<file path="src/rtl/i2c_bus_monitor_pkg.sv">
// Shared I2C definitions: monitor FSM encodings, byte width and ACK level.
package i2c_bus_monitor_pkg;

    typedef enum logic [1:0] {
        I2C_MON_IDLE = 2'd0,
        I2C_MON_DATA = 2'd1,
        I2C_MON_ACK  = 2'd2
    } mon_state_t;

    localparam int   I2C_BYTE_W    = 8;
    localparam int   I2C_BIT_CNT_W = $clog2(I2C_BYTE_W);
    localparam logic I2C_ACK       = 1'b0;

endpackage

</file>
<file path="src/rtl/i2c_bus_monitor_if.sv">
// Filtered bus lines in, decoded bus events out; slave = monitor, master = line source/consumer.
interface i2c_bus_monitor_if;
    import i2c_bus_monitor_pkg::*;

    logic                  i_scl;
    logic                  i_sda;
    logic                  o_busy;
    logic                  o_start;
    logic                  o_stop;
    logic                  o_byte_valid;
    logic [I2C_BYTE_W-1:0] o_byte;
    logic                  o_first;
    logic                  o_ack_valid;
    logic                  o_ack;
    logic                  o_timeout;

    modport slave (
        input  i_scl, i_sda,
        output o_busy, o_start, o_stop, o_byte_valid, o_byte, o_first,
               o_ack_valid, o_ack, o_timeout
    );

    modport master (
        output i_scl, i_sda,
        input  o_busy, o_start, o_stop, o_byte_valid, o_byte, o_first,
               o_ack_valid, o_ack, o_timeout
    );

endinterface

</file>
<file path="src/rtl/i2c_bus_monitor_cond_detect.sv">
// Bus condition decode: SCL rise, START and STOP from the current and previous line samples.
module i2c_cond_detect (
    input  logic i_clk,
    input  logic i_rst,
    input  logic i_scl,
    input  logic i_sda,
    output logic scl_rise,
    output logic start_det,
    output logic stop_det
);

    logic scl_q;
    logic sda_q;

    // Previous samples reset to an idle bus so nothing fires out of reset.
    always_ff @(posedge i_clk or posedge i_rst) begin
        if (i_rst) begin
            scl_q <= 1'b1;
            sda_q <= 1'b1;
        end else begin
            scl_q <= i_scl;
            sda_q <= i_sda;
        end
    end

    // START/STOP need SCL high in both samples, so a joint SCL+SDA change is never one.
    assign scl_rise  = i_scl & ~scl_q;
    assign start_det = i_scl & scl_q & sda_q & ~i_sda;
    assign stop_det  = i_scl & scl_q & ~sda_q & i_sda;

endmodule

</file>
<file path="src/rtl/i2c_bus_monitor.sv">
// Passive I2C bus monitor: reports START/STOP, bytes, ACK bits, busy and SCL-low timeout.
//   state | meaning
//   IDLE  | bus free, SCL rises ignored
//   DATA  | shifting 8 data bits of a byte
//   ACK   | waiting for the 9th (ACK/NACK) bit
module i2c_bus_monitor
    import i2c_bus_monitor_pkg::*;
#(
    parameter int TIMEOUT_CLKS = 65535
) (
    input  logic               i_clk,
    input  logic               i_rst,
    i2c_bus_monitor_if.slave   bus
);

    localparam int TMO_W      = (TIMEOUT_CLKS > 0) ? $clog2(TIMEOUT_CLKS + 1) : 1;
    localparam int TMO_LAST_I = (TIMEOUT_CLKS > 0) ? TIMEOUT_CLKS - 1 : 0;
    localparam logic [TMO_W-1:0]         TMO_LAST = TMO_W'(TMO_LAST_I);
    localparam logic [I2C_BIT_CNT_W-1:0] BIT_LAST = I2C_BIT_CNT_W'(I2C_BYTE_W - 1);

    mon_state_t               state;
    logic [I2C_BIT_CNT_W-1:0] bit_cnt;
    logic [I2C_BYTE_W-2:0]    shreg;
    logic                     first;
    logic [TMO_W-1:0]         tmo_cnt;

    logic scl_rise;
    logic start_det;
    logic stop_det;
    logic tmo_run;
    logic tmo_hit;

    i2c_cond_detect u_cond (
        .i_clk     (i_clk),
        .i_rst     (i_rst),
        .i_scl     (bus.i_scl),
        .i_sda     (bus.i_sda),
        .scl_rise  (scl_rise),
        .start_det (start_det),
        .stop_det  (stop_det)
    );

    assign tmo_run = (TIMEOUT_CLKS != 0) && (state != I2C_MON_IDLE) && !bus.i_scl;
    assign tmo_hit = tmo_run && (tmo_cnt == TMO_LAST);

    always_ff @(posedge i_clk or posedge i_rst) begin
        if (i_rst) begin
            state            <= I2C_MON_IDLE;
            bit_cnt          <= '0;
            shreg            <= '0;
            first            <= 1'b0;
            tmo_cnt          <= '0;
            bus.o_busy       <= 1'b0;
            bus.o_start      <= 1'b0;
            bus.o_stop       <= 1'b0;
            bus.o_byte_valid <= 1'b0;
            bus.o_byte       <= '0;
            bus.o_first      <= 1'b0;
            bus.o_ack_valid  <= 1'b0;
            bus.o_ack        <= 1'b0;
            bus.o_timeout    <= 1'b0;
        end else begin
            bus.o_start      <= 1'b0;
            bus.o_stop       <= 1'b0;
            bus.o_byte_valid <= 1'b0;
            bus.o_ack_valid  <= 1'b0;
            bus.o_timeout    <= 1'b0;

            // START, STOP, timeout and SCL rise are mutually exclusive by decode.
            if (stop_det) begin
                bus.o_stop <= 1'b1;
                bus.o_busy <= 1'b0;
                state      <= I2C_MON_IDLE;
                tmo_cnt    <= '0;
            end else if (start_det) begin
                bus.o_start <= 1'b1;
                bus.o_busy  <= 1'b1;
                state       <= I2C_MON_DATA;
                bit_cnt     <= '0;
                first       <= 1'b1;
                tmo_cnt     <= '0;
            end else if (tmo_hit) begin
                bus.o_timeout <= 1'b1;
                bus.o_busy    <= 1'b0;
                state         <= I2C_MON_IDLE;
                tmo_cnt       <= '0;
            end else begin
                if (scl_rise)
                    tmo_cnt <= '0;
                else if (tmo_run)
                    tmo_cnt <= tmo_cnt + 1'b1;

                case (state)
                    I2C_MON_DATA: begin
                        if (scl_rise) begin
                            shreg   <= {shreg[I2C_BYTE_W-3:0], bus.i_sda};
                            bit_cnt <= bit_cnt + 1'b1;
                            if (bit_cnt == BIT_LAST) begin
                                bus.o_byte       <= {shreg, bus.i_sda};
                                bus.o_first      <= first;
                                bus.o_byte_valid <= 1'b1;
                                state            <= I2C_MON_ACK;
                            end
                        end
                    end
                    I2C_MON_ACK: begin
                        if (scl_rise) begin
                            bus.o_ack       <= (bus.i_sda == I2C_ACK);
                            bus.o_ack_valid <= 1'b1;
                            first           <= 1'b0;
                            bit_cnt         <= '0;
                            state           <= I2C_MON_DATA;
                        end
                    end
                    default: ;
                endcase
            end
        end
    end

endmodule

</file>
<file path="src/flat_wrapper.sv">
// flat-port wrapper written by rule: the top's interface ports become plain ports
module i2c_bus_monitor_flat import i2c_bus_monitor_pkg::*;
#(
    parameter int TIMEOUT_CLKS = 65535
)
  (i_clk, i_rst, bus_i_scl, bus_i_sda, bus_o_busy, bus_o_start, bus_o_stop, bus_o_byte_valid, bus_o_byte, bus_o_first, bus_o_ack_valid, bus_o_ack, bus_o_timeout);
  i2c_bus_monitor_if bus_i ();
  input  logic i_clk;
  input  logic i_rst;
  input wire logic [$bits(bus_i.i_scl)-1:0] bus_i_scl;
  input wire logic [$bits(bus_i.i_sda)-1:0] bus_i_sda;
  output wire logic [$bits(bus_i.o_busy)-1:0] bus_o_busy;
  output wire logic [$bits(bus_i.o_start)-1:0] bus_o_start;
  output wire logic [$bits(bus_i.o_stop)-1:0] bus_o_stop;
  output wire logic [$bits(bus_i.o_byte_valid)-1:0] bus_o_byte_valid;
  output wire logic [$bits(bus_i.o_byte)-1:0] bus_o_byte;
  output wire logic [$bits(bus_i.o_first)-1:0] bus_o_first;
  output wire logic [$bits(bus_i.o_ack_valid)-1:0] bus_o_ack_valid;
  output wire logic [$bits(bus_i.o_ack)-1:0] bus_o_ack;
  output wire logic [$bits(bus_i.o_timeout)-1:0] bus_o_timeout;
  assign bus_i.i_scl = bus_i_scl;
  assign bus_i.i_sda = bus_i_sda;
  assign bus_o_busy = bus_i.o_busy;
  assign bus_o_start = bus_i.o_start;
  assign bus_o_stop = bus_i.o_stop;
  assign bus_o_byte_valid = bus_i.o_byte_valid;
  assign bus_o_byte = bus_i.o_byte;
  assign bus_o_first = bus_i.o_first;
  assign bus_o_ack_valid = bus_i.o_ack_valid;
  assign bus_o_ack = bus_i.o_ack;
  assign bus_o_timeout = bus_i.o_timeout;
  i2c_bus_monitor #(.TIMEOUT_CLKS(TIMEOUT_CLKS)) u_core (.i_clk(i_clk), .i_rst(i_rst), .bus(bus_i));
endmodule
</file>
<file path="config.mk">
export PLATFORM = sky130hd
export DESIGN_NAME = i2c_bus_monitor_flat
export DESIGN_NICKNAME = d
export VERILOG_FILES = /design/src/rtl/i2c_bus_monitor_pkg.sv /design/src/rtl/i2c_bus_monitor_if.sv /design/src/rtl/i2c_bus_monitor_cond_detect.sv /design/src/rtl/i2c_bus_monitor.sv /design/src/flat_wrapper.sv
export SDC_FILE = /design/constraint.sdc
export NUM_CORES = 1
export LEC_CHECK = 0
export ABC_CLOCK_PERIOD_IN_PS = 2100
export CAP_MARGIN = 20
export CORE_MARGIN = 3
export CORE_UTILIZATION = 30
export CTS_CLUSTER_SIZE = 28
export DETAILED_ROUTE_END_ITERATION = 8
export DONT_BUFFER_PORTS = 1
export GPL_TIMING_DRIVEN = 0
export HOLD_SLACK_MARGIN = 0.1
export SETUP_SLACK_MARGIN = 0.05
export SYNTH_ARGS = -nofsm -noshare
export SYNTH_HDL_FRONTEND = slang
export SYNTH_SLANG_ARGS = --single-unit
</file>
<file path="constraint.sdc">
create_clock -name i_clk -period 2.1 [get_ports i_clk]
set_input_delay 0.105 -clock i_clk [delete_from_list [all_inputs] [get_ports i_clk]]
set_output_delay 0.105 -clock i_clk [all_outputs]
set_load 0.05 [all_outputs]
</file>
Word-level counts from Yosys, hierarchy flattened --
Index checks and enable logic that the tools add are counted.
Word-level totals: flip-flop bits (word level) 47, logic and storage cells 97, input port bits 4, output and inout port bits 16
Cells by class: reductions and logical operators 16, add/sub/neg operators 2, bitwise gates (word level) 12, multiplexer cells 41, equal/unequal tests 10
Operator list (number):
- 2-to-1 mux 16 bit | 5
- 2-to-1 mux 1 bit | 24
- adder 16 x 1 -> 16 bit, second input constant | 1
- equality test 16 bit, second input constant | 1
- != test 5 x 1 -> 1 bit, second input constant | 3
- AND reduction 5 bit | 3
- 2-to-1 mux 2 bit | 6
- 2-to-1 mux 3 bit | 4
- nonzero test 5 bit | 2
- AND reduction 4 bit | 2
- bitwise AND 1 bit | 6
- != test 3 x 1 -> 1 bit, second input constant | 2
- inverter 1 bit | 6
- one-hot mux 3 bit (2 select lines) | 1
- AND reduction 6 bit | 1
- nonzero test 2 bit | 3
- nonzero test 3 bit | 2
- one-hot mux 2 bit (2 select lines) | 1
- adder 3 x 1 -> 3 bit, second input constant | 1
- equality test 3 bit, second input constant | 1
- equality test 2 x 1 -> 1 bit, second input constant | 1
- equality test 2 bit, second input constant | 1
- logical AND 1 bit | 2
- != test 2 x 1 -> 1 bit, second input constant | 1
- logical NOT 1 bit | 1

Depth between registers and ports, before layout --
depth in word-level cells 7, gate-level depth with buffers 8, gate-level depth less buffers 7

By module --
Synthesis repeated with hierarchy kept, for this count alone.
Second synthesis, totals: cells, all modules 189, area, all modules 2130.8 sq um
By module, submodules not included:
- i2c_bus_monitor | cells an instance 183, seq. area each 1126.1 sq um, instances 1, area each 2047.0 sq um
- i2c_cond_detect | cells an instance 6, seq. area each 52.6 sq um, instances 1, area each 83.8 sq um

Least setup slack after synthesis --
Ideal clock, no wire load.
path kind register -> register, start point register u_core.state[0], end point register u_core.bit_cnt[0], stages on the path, launching flop included 7, clock period less this slack 1850 ps, setup time 127 ps, data required time 1973 ps, slack 250 ps, buffers on the path 0, arrival 1722 ps, cell sequence dfrtp_1 -> inv_1 -> ha_1 -> or4_4 -> o21bai_4 -> nor2_2 -> mux2_1
On the way: longest elaborated chain between the ends 5, elaborated cells between the ends (all ways) 13, classes of those cells 5 x eq/ne; 3 x mux; 5 x reduce/logical
Ends and longest elaborated chain:
- from (decl) | line i2c_bus_monitor.sv:21 | mon_state_t state;
- from (signal assigned) | line i2c_bus_monitor.sv:48 | state <= I2C_MON_IDLE;
- from (signal assigned) | line i2c_bus_monitor.sv:73 | state <= I2C_MON_IDLE;
- from (signal assigned) | line i2c_bus_monitor.sv:78 | state <= I2C_MON_DATA;
- nonzero test 2 bit | line i2c_bus_monitor.sv:43 | assign tmo_run = (TIMEOUT_CLKS != 0) && (state != I2C_MON_IDLE) && !bus.i_scl;
- logical AND 1 bit | line i2c_bus_monitor.sv:43
- logical AND 1 bit | line i2c_bus_monitor.sv:44 | assign tmo_hit = tmo_run && (tmo_cnt == TMO_LAST);
- != test 2 x 1 -> 1 bit (no line)
- AND reduction 5 bit (no line)
- to (signal assigned) | line i2c_bus_monitor.sv:97 | bit_cnt <= bit_cnt + 1'b1;
- to (decl) | line i2c_bus_monitor.sv:22 | logic [I2C_BIT_CNT_W-1:0] bit_cnt;
Several ways; a longest one is shown, not always the timed one. The select of a mux whose other input is x is not followed. A chain may end at the register's enable or synchronous reset.

Worst setup path after layout --
start point register u_core.tmo_cnt[0], end point register u_core.bit_cnt[0]
On the way: longest elaborated chain between the ends 4
Ends and longest elaborated chain:
- from (decl) | line i2c_bus_monitor.sv:25 | logic [TMO_W-1:0] tmo_cnt;
- from (signal assigned) | line i2c_bus_monitor.sv:91 | tmo_cnt <= tmo_cnt + 1'b1;
- equality test 16 bit | line i2c_bus_monitor.sv:44
- logical AND 1 bit | line i2c_bus_monitor.sv:44
- != test 2 x 1 -> 1 bit (no line)
- AND reduction 5 bit (no line)
Every way passes these cells.

==> metrics.md <==
| Metric | Value |
|---|---|
| Status | finished clean |
| Final instance area | 0.00249 mm^2 |
| Sequential area share after synthesis | a little over half |
| CTS root buffer | clkbuf_8 |
| Pins Over Slew Limit | 0 |
| Synth warnings | 0 |
| Power Dens Cells | 993 mW/mm^2 |
| Grt peak-use layer | met2 |
| Number of synthesized flops with an enable pin | 0 |
| Worst hold slack | about 130 ps |
| Final Hold Viols | 0 |
| XOR/XNOR Fraction of Synth Area | 4.01% |
| Synth Instances | 189 |
| Number of clock sinks | between 40 and 50 |
| Synth area leaders | dfrtp_1 52%, mux2_2 8.3%, ha_1 4.0% |
| H-tree depth | 2 |
| Post-synth top area share | approximately half |
| Worst-Skew Late Latency | 300 ps |
| Placement-stage cell area | 0.00232 mm^2 |
| Routability Congestion | between 0.7 and 0.8 |
| Crit path from | u_core.tmo_cnt[0] |
| Mux contribution to synthesized area | 10.1% |
| Antenna diodes | 0 |
| PortBufs | 0 |
| M2 GR Usage | between 15 and 20% |
| Routing usage on met1 | 14.4% |
| Critical Path Start Type | flop |
| Starting density of the core | a little under a third |
| Grt total ovfl | 0 |
| Synth cell count leaders | 45 x dfrtp_1, 17 x nor2_1, 16 x mux2_2, 14 x nand2_1, 9 x xor2_1 |
| Area Growth Syn to Fin | 14.2% |
| Crit. End Element | flop |
| Total GRT Usage | about a tenth |
| Core area | about 0.007 mm^2 |
| Area of the multi-input gates | 967 um^2 |
| First-pass GRT wire length | 7020 um |
| Antenna Nets Post-Route | 0 |
| Post-route DRC | 0 |
| Core Rows | 30 |
| Largest net degree at the start of global routing | 31 |
| Register area | about 0.0012 mm^2 |
| Max cap viols | 0 |
| Number of fill cells in the layout | approximately 690 |
| Synth Area in Compound Gates | between 8 and 9% |
| Count leader, synth | dfrtp_1 |
| Worst Path Required | 2290 ps |
| Clk buf depth | 2 |
| Vias post-DR | around 1400 |
| CTS tree | built |
| Synthesized Nets | 200 |
| DIE WIDTH | a little over 90 um |
| Initial DRC count | between 80 and 90 |
| Slew of the pin with the lowest slew margin | approximately 490 ps |
| Distinct cells, synth | 42 |
| Fmax | between 500 and 600 MHz |
| HP Start | bus_i_sda |
| Die height | about 91 um |
| Period utilization | a little over nine tenths |
| Worst slew margin | roughly 67% |
| WL final | around 4000 um |
| Setup tns final | 0 ps |
| Clock skew | approximately 2.1 ps |
| Clk slew on worst S/H paths | around 90 ps |
| Largest family of logic cells by synthesized area | simple AND/OR/NAND/NOR gates |
| Met3 Usage GRT | between 3 and 4% |
| Fin crit period | 1990 ps |
| Top Ports | 20 |
| Maximum vdd drop | 591 uV |
| Die ar. | 0.00834 mm^2 |
| Ys flop type | dfrtp_1 |
| Mean Syn Cell Area | ~12 um^2 |
| Post-Synth Adder-Cell Area | 4.01% |
| Type of the worst min-delay path | input port to flop |
| CP arrival | 2180 ps |
| Number of CTS-inserted buffers | 5 |
| Crit Path Class | flop to flop |
| Final nets | approximately 220 |
| Static leakage | ~0.0012 uW |
| Unrepaired setup endpoints after global routing | yes |
| Mapped Area | between 0.002 and 0.0025 mm^2 |
| #FFs+latches synth | between 40 and 50 |
| Routed len/inst | between 10 and 15 um |
| Final Setup Violations | 0 |
| Worst Path Max Fanout | 5 |
| Vias in the first global route | 1442 |
| Post-synthesis simple-gate area fraction | about 17% |
| Layout cell share with drive strength beyond 1 | around 22% |
| Vias per inst | between 4 and 5 |
| Post-DP HPWL | roughly 2800 um |
| Ys async rst share | 100% |
| Reg2reg start | u_core.tmo_cnt[0] |
| Initial antenna violation count | 0 |
| First-pass iteration count of the detailed router | 4 |
| Synth area leader | dfrtp_1 |
-- metrics by stage --
stage | worst slack [ps] | utilization [%] | total power [uW] | cells
3_5_place_dp | 57.4 | 33.6 | 1880 | 286
4_1_cts | 81.2 | 35.4 | 2470 | 297
2_1_floorplan | 250 | - | 1740 | 189
3_3_place_gp | 71.4 | 33.4 | 1860 | 285
5_1_grt | 43.0 | 36.1 | 2670 | 301
6_report | 110 | 36.1 | 2470 | 301
-- placed cells by master (no fill, tap or decap), types with 3 or more instances in the layout --
cell type	instances
dfrtp_1	44
nor2_1	17
mux2_2	16
nand2_1	14
xor2_1	9
o21ai_0	8
inv_1	7
ha_1	7
buf_4	6
and2_1	5
nand4_1	5
clkbuf_8	5
nand3_1	4
and3_1	4
a21oi_1	4
nor2b_1	3
nor3_1	3
mux2i_1	3
dlygate4sd3_1	3
-- final cells by class --
| cell class | count | share of cell area [%] |
|---|---|---|
| flip-flops and latches | 47 | 47.3 |
| plain buffers | 4 | 0.954 |
| repair buffers | 8 | 3.21 |
| well taps | 96 | 4.82 |
| clock inverters | 3 | 0.904 |
| multi-input cells | 130 | 38.8 |
| inverters | 8 | 1.20 |
| clock buffers | 5 | 2.76 |
-- routing by layer --
layer	part of all wire, %	vias up	wire, um
li1	-	688	-
met1	50	692	1990
met2	45	19	1820
met3	4.1	5	165
met4	0.90	0	36
met5	0	-	0
-- power breakdown --
group          internal (uW)  switching, uW  leakage, uW
sequential              1060            190     0.000628
clock                    241            327    0.0000489
combinational            300            354     0.000495
total                   1600            871      0.00117
-- worst max-delay path, stage by stage, from the launching register on --
cell	delay [ps]
dfrtp_1	390
inv_1	90
ha_1	170
nand2_1	60
or4_4	570
o21bai_4	230
nor2_2	70
mux2_1	320
-- flip-flops by register name, indices dropped and copies added, names as in the netlist, 2 cells and up --
signal,flops
u_core.state,2
u_core.tmo_cnt,16
u_core.bit_cnt,3
u_core.shreg,7
u_core.bus.o_byte,8
-- cells by family after synthesis --
family / count (synthesis)
AO/OA/AOI/OAI: 26
AND/OR/NAND/NOR: 67
multiplexers: 20
buffers and inverters: 12
XOR/XNOR: 10
adder cells (fa/ha/maj): 7
flip-flops: 47
-- timing repair --
action | CTS | global route
gates resized for setup | 1 | 3
hold buffers | 3 | 0
pin swaps | 0 | 2
endpoints found under the hold margin | 56 | 0
buffers inserted | 0 | 4
setup endpoints to repair | 8 | 14
-- path summary, 6_finish.rpt --
kind	endpoint	slack (ps)	cells after the start
hold reg to reg	u_core.first	510	2
setup reg to reg	u_core.bit_cnt[0]	110	7
min in group asynchronous	u_core.tmo_cnt[7]	250	2
setup / recovery	u_core.bit_cnt[0]	110	7
hold / removal	u_core.state[1]	130	3
max in group asynchronous	u_core.u_cond.sda_q	1290	3
Note: power is estimated with default switching activity, not from simulation.
